`src/rtl/i2c_pkg.sv`:
```
// Shared definitions for the canvas-chip I2C link (controller and target side).
package i2c_pkg;

  typedef enum logic [2:0] {
    ST_IDLE,
    ST_START,
    ST_ADDR,
    ST_ADDR_ACK,
    ST_RD_BYTE,
    ST_M_ACK,
    ST_STOP
  } state_e;

  typedef enum logic [1:0] {
    Q0,
    Q1,
    Q2,
    Q3
  } phase_e;

  localparam logic        RD_BIT     = 1'b1;
  localparam int unsigned REG_BYTES  = 3;
  localparam logic [1:0]  IDX_X      = 2'd0;
  localparam logic [1:0]  IDX_Y      = 2'd1;
  localparam logic [1:0]  IDX_STATUS = 2'd2;

endpackage

```
`src/rtl/i2c_bit_timer.sv`:
```
// Bit-cell timebase: four quarters of CLK_DIV cycles each, with SCL stretch hold in Q2.
module i2c_bit_timer
  import i2c_pkg::*;
#(
  parameter int unsigned CLK_DIV = 250
) (
  input  logic   clk,
  input  logic   rst,
  input  logic   run_i,
  input  logic   scl_i,
  output phase_e phase_o,
  output logic   sample_o,
  output logic   cell_end_o
);

  localparam logic [15:0] LAST = 16'(CLK_DIV - 1);

  logic [15:0] cnt_q, cnt_d;
  phase_e      phase_q, phase_d;
  logic        last;

  assign last = (cnt_q == LAST);

  always_comb begin
    cnt_d   = cnt_q + 16'd1;
    phase_d = phase_q;
    if (!run_i) begin
      cnt_d   = '0;
      phase_d = Q0;
    end else if (phase_q == Q2 && !scl_i) begin
      // Target is stretching: Q2 restarts its full quarter once SCL is seen high.
      cnt_d = '0;
    end else if (last) begin
      cnt_d   = '0;
      phase_d = phase_e'(phase_q + 2'd1);
    end
  end

  always_ff @(posedge clk) begin
    if (rst) begin
      cnt_q   <= '0;
      phase_q <= Q0;
    end else begin
      cnt_q   <= cnt_d;
      phase_q <= phase_d;
    end
  end

  assign phase_o    = phase_q;
  assign sample_o   = run_i && (phase_q == Q2) && last && scl_i;
  assign cell_end_o = run_i && (phase_q == Q3) && last;

endmodule

```
`src/rtl/i2c_canvas_reader.sv`:
```
// I2C controller that reads the 3-byte {x_pos, y_pos, status} block from the canvas chip.
module i2c_canvas_reader #(
  parameter logic [6:0]  TARGET_ADDR = 7'h64,
  parameter int unsigned CLK_DIV     = 250
) (
  input  logic       clk,
  input  logic       rst,
  input  logic       start,
  output logic       busy,
  output logic       done,
  output logic       ack_err,
  output logic [7:0] x_pos,
  output logic [7:0] y_pos,
  output logic [7:0] status,
  output logic       data_valid,
  input  logic       scl_in,
  output logic       scl_oe,
  input  logic       sda_in,
  output logic       sda_oe
);
  import i2c_pkg::*;

  localparam logic [7:0] ADDR_BYTE = {TARGET_ADDR, RD_BIT};

  state_e                     state_q, state_d;
  phase_e                     phase;
  logic                       sample, cell_end, scl_low;
  logic [2:0]                 bit_cnt_q;
  logic [1:0]                 byte_idx_q;
  logic [7:0]                 shift_q;
  logic [REG_BYTES-1:0][7:0]  shadow_q;
  logic                       done_q, ack_err_q, valid_q;
  logic [7:0]                 x_q, y_q, st_q;

  i2c_bit_timer #(.CLK_DIV(CLK_DIV)) u_timer (
    .clk        (clk),
    .rst        (rst),
    .run_i      (state_q != ST_IDLE),
    .scl_i      (scl_in),
    .phase_o    (phase),
    .sample_o   (sample),
    .cell_end_o (cell_end)
  );

  always_ff @(posedge clk) begin
    if (rst) state_q <= ST_IDLE;
    else     state_q <= state_d;
  end

  always_comb begin
    state_d = state_q;
    unique case (state_q)
      ST_IDLE:     if (start) state_d = ST_START;
      ST_START:    if (cell_end) state_d = ST_ADDR;
      ST_ADDR:     if (cell_end && bit_cnt_q == 3'd7) state_d = ST_ADDR_ACK;
      ST_ADDR_ACK: if (cell_end) state_d = ack_err_q ? ST_STOP : ST_RD_BYTE;
      ST_RD_BYTE:  if (cell_end && bit_cnt_q == 3'd7) state_d = ST_M_ACK;
      ST_M_ACK:    if (cell_end) state_d = (byte_idx_q == IDX_STATUS) ? ST_STOP : ST_RD_BYTE;
      ST_STOP:     if (cell_end) state_d = ST_IDLE;
      default:     state_d = ST_IDLE;
    endcase
  end

  assign scl_low = (phase == Q0) || (phase == Q1);

  always_comb begin
    scl_oe = 1'b0;
    sda_oe = 1'b0;
    unique case (state_q)
      ST_START: sda_oe = !scl_low;
      ST_ADDR: begin
        scl_oe = scl_low;
        sda_oe = ~ADDR_BYTE[~bit_cnt_q];
      end
      ST_ADDR_ACK, ST_RD_BYTE: scl_oe = scl_low;
      ST_M_ACK: begin
        scl_oe = scl_low;
        sda_oe = (byte_idx_q != IDX_STATUS);
      end
      ST_STOP: begin
        scl_oe = (phase == Q0);
        sda_oe = scl_low;
      end
      default: ;
    endcase
  end

  always_ff @(posedge clk) begin
    if (rst) begin
      bit_cnt_q  <= '0;
      byte_idx_q <= '0;
      shift_q    <= '0;
      shadow_q   <= '0;
      done_q     <= 1'b0;
      ack_err_q  <= 1'b0;
      valid_q    <= 1'b0;
      x_q        <= '0;
      y_q        <= '0;
      st_q       <= '0;
    end else begin
      done_q <= 1'b0;
      if (state_q == ST_IDLE && start) begin
        ack_err_q  <= 1'b0;
        bit_cnt_q  <= '0;
        byte_idx_q <= '0;
      end
      if (cell_end && (state_q == ST_ADDR || state_q == ST_RD_BYTE))
        bit_cnt_q <= bit_cnt_q + 3'd1;
      if (sample && state_q == ST_ADDR_ACK)
        ack_err_q <= sda_in;
      if (sample && state_q == ST_RD_BYTE) begin
        shift_q <= {shift_q[6:0], sda_in};
        if (bit_cnt_q == 3'd7) shadow_q[byte_idx_q] <= {shift_q[6:0], sda_in};
      end
      if (cell_end && state_q == ST_M_ACK && byte_idx_q != IDX_STATUS)
        byte_idx_q <= byte_idx_q + 2'd1;
      // Visible outputs only change as a set, and only after an acknowledged read.
      if (cell_end && state_q == ST_STOP) begin
        done_q <= 1'b1;
        if (!ack_err_q) begin
          x_q     <= shadow_q[IDX_X];
          y_q     <= shadow_q[IDX_Y];
          st_q    <= shadow_q[IDX_STATUS];
          valid_q <= 1'b1;
        end
      end
    end
  end

  assign busy       = (state_q != ST_IDLE);
  assign done       = done_q;
  assign ack_err    = ack_err_q;
  assign x_pos      = x_q;
  assign y_pos      = y_q;
  assign status     = st_q;
  assign data_valid = valid_q;

endmodule

```
`config.mk`:
```
export PLATFORM = sky130hd
export DESIGN_NAME = i2c_canvas_reader
export DESIGN_NICKNAME = d
export VERILOG_FILES = /design/src/rtl/i2c_pkg.sv /design/src/rtl/i2c_bit_timer.sv /design/src/rtl/i2c_canvas_reader.sv
export SDC_FILE = /design/constraint.sdc
export NUM_CORES = 1
export LEC_CHECK = 0
export CAP_MARGIN = 20
export CORE_ASPECT_RATIO = 1.1
export CORE_MARGIN = 3
export CORE_UTILIZATION = 50
export CTS_BUF_LIST = sky130_fd_sc_hd__clkbuf_4
export CTS_CLUSTER_DIAMETER = 30
export DETAILED_ROUTE_END_ITERATION = 7
export HOLD_SLACK_MARGIN = 0.02
export PLACE_DENSITY = 0.7
export SETUP_SLACK_MARGIN = 0.02
export SYNTH_ARGS = -nofsm -noshare
export SYNTH_HDL_FRONTEND = slang
export SYNTH_SLANG_ARGS = --single-unit
```
`constraint.sdc`:
```
create_clock -name clk -period 2.9 [get_ports clk]
set_input_delay 0.29 -clock clk [delete_from_list [all_inputs] [get_ports clk]]
set_output_delay 0.29 -clock clk [all_outputs]
set_load 0.05 [all_outputs]
```
==> qor.txt <==
Vias in the first global route: 3,054
Residual DRC: 0
Clk buf depth: 2
Hold Fails Final Rpt: 0
Layout cells sized above 1: 8.35%
Multi-input logic area: 1930 um^2
RSZ-0062 raised after global routing: no
DP HPWL: 5.69 mm
Gates resized, CTS repair: 0
Antenna viol nets, final: 0
Routed WL per cell: 15.5 um
FF+latch count, synth: 84
Final setup TNS: 0 ns
CTS Hold Bufs: 0
Main combinational cell family by area after synthesis: simple AND/OR/NAND/NOR gates
Initial antenna violation count: 0
Final slew viol count: 0
Max frequency: 375 MHz
Cell with the most instances after synthesis: dfxtp_1
Clk_skew: 0.0122 ns
Async set-reset flop share out of synthesis: 0%
Total Routing Usage GR: 20.8%
Xor/xnor share of the synthesized area: 2.30%
Final worst slack: 0.230 ns
Minimum clock period: 2.67 ns
CTS root buf: clkbuf_4
Slew @ Worst Pin: 0.717 ns
Clock insertion delay at the later pin of the skew report: 0.45 ns
Post-synth top area share: 44.2%
First-pass GRT wire length: 14.5 mm
Diode count: 0
Worst Path Required: 2.61 ns
Die area: 8700 um^2
Post-synth net total: 472
Synth Cell Area: 3810 um^2
Post-synthesis simple-gate area fraction: 22.7%
Critical Path Sink Type: output pin
Peak VDD IR: 0.000239 V
WS Path Type: flip-flop to output pin
Synth area leaders: dfxtp_1 44%, a21oi_1 9.3%, o21ai_0 7.9%, nand3_1 7.6%, ha_1 3.6%
HP Class: input pin to flip-flop
Final GP Congestion: 0.830
Vias: 3,403
Initial DRC count: 234
Placed cells: 548
Crit-path max FO: 4
Status: finished, final reports clean
Row count: 32
Max_slew headroom: 52.2%
Cell leakage power: 1.34 nW
Layout Nets: 490
Setup Fix Bufs, Post-CTS: 0
Yosys cell types: 44
Syn_area_per_cell: 8.35 um^2
# Max-Cap Violations: 0
Final wirelength: 8.72 mm
Power per cell area: 450 nW/um^2
CTS tree: done
Core area: 7210 um^2
Die height: 97.5 um
EDFF count, synth: 0
Gr ovfl total: 0
Mux cell area share after synthesis: 0.263%
CTS buffer count: 9
Vias per cell: 6.03
Compound-Gate Fraction of Synth Area: 21.1%
Adder-Cell Fraction of Synth Area: 3.88%
Cells after Synth: 456
Clock transition at the registers of the reported paths: 0.13 ns
Top FF cell, synth: dfxtp_1
I/O Buffers: 34
Final period utilization: 92.1%
Sink Count: 84
Final hold slack: 0.185 ns
Die W: 89.2 um
Ports: 35
Filler Cell Count: 678
Cell accounting for the most synthesized area: dfxtp_1
Finished Layout Cells: 564
Reg area: 1680 um^2
Worst Path Arrival: 2.38 ns
H-tree depth: 3
Synth warn: 0
CP startpoint kind: flip-flop
Pin count of the biggest net entering global routing: 65
Initial Utilization: 52.8%
Drt pass-1 iters: 5
Final setup vio count: 0
Pre-CTS setup slack: 0.533 ns
Area delta synth->final: 13.1%
Sequential fraction of the synthesis area: 44.2%
Top cells by count, synth: 84 x dfxtp_1, 71 x a21oi_1, 60 x o21ai_0, 58 x nand3_1, 25 x clkbuf_1
-- cells by family (layout without fill, tap and decap cells) --
kind of cell	Yosys count	after routing
flops	84	84
fa+ha+maj	12	12
xor+xnor	10	10
buf+inv	45	68
compound gates	153	153
mux	1	1
simple gates	151	151
-- worst max-delay path: stages, from the launching register on --
cell and delay, ns:
dfxtp_1 0.40, inv_1 0.08, ha_1 0.21, nor2b_1 0.23, o21ai_0 0.14, nand2_1 0.08
clkdlybuf4s50_1 0.80
-- layout make-up --
class                      instances  share of cell area [%]
clock buffer                      10                    1.74
clock inverter                     6                    1.66
inverter                           8                   0.697
multi-input combinational        327                    44.8
sequential                        84                    39.1
tap                               85                    2.47
timing repair buffer              44                    9.53
-- flip-flops by register name, indices dropped and copies added, names as in the netlist --
register	count
status	8
x_pos	8
shadow_q	24
u_timer.cnt_q	16
data_valid	1
shift_q	7
u_timer.phase_o	2
done	1
ack_err	1
state_q	3
byte_idx_q	2
bit_cnt_q	3
y_pos	8
-- power breakdown --
part	switching (mW)	internal [mW]	leakage, nW
clock	0.425	0.283	0.0793
sequential	0.00881	1.16	0.677
combinational	0.0436	0.0183	0.581
total	0.478	1.46	1.34
-- per-layer routing --
metal	up-vias	global-route usage [%]	routed length [um]
met5	-	0	0
met1	1604	28.3	4140
met2	92	31.8	4100
met3	9	5.26	375
met4	0	6.87	106
li1	1698	-	-
-- per-stage QoR --
stage / total power, mW / utilization [%] / area (um^2)
6_report: 1.94 / 59.8 / 4310
2_1_floorplan: 1.23 / - / 3810
3_5_place_dp: 1.25 / 57.7 / 4160
5_1_grt: 2.01 / 59.8 / 4310
4_1_cts: 1.95 / 59.7 / 4300
3_3_place_gp: 1.25 / 57.7 / 4160
-- path summary, 6_finish.rpt --
path,from,to,slack [ns],cells after the start
min reg2reg,shadow_q[8],y_pos[0],0.48,2
min,rst,state_q[0],0.18,4
max reg2reg,u_timer.cnt_q[0],byte_idx_q[0],0.52,5
max,byte_idx_q[0],sda_oe,0.23,6
-- cells in the final DEF, fill, tap and decap left out, types with 9 or more instances in the layout --
cell type | Yosys | final
clkbuf_4 | 0 | 10
buf_4 | 0 | 10
o21ai_0 | 60 | 60
clkdlybuf4s50_1 | 0 | 33
nand2_1 | 14 | 14
nand4_1 | 15 | 15
ha_1 | 11 | 11
nand3_1 | 58 | 58
nor2_1 | 18 | 18
dfxtp_1 | 84 | 82
or3_1 | 9 | 9
a21oi_1 | 71 | 71
No activity file was read; power rests on OpenSTA's default activity.
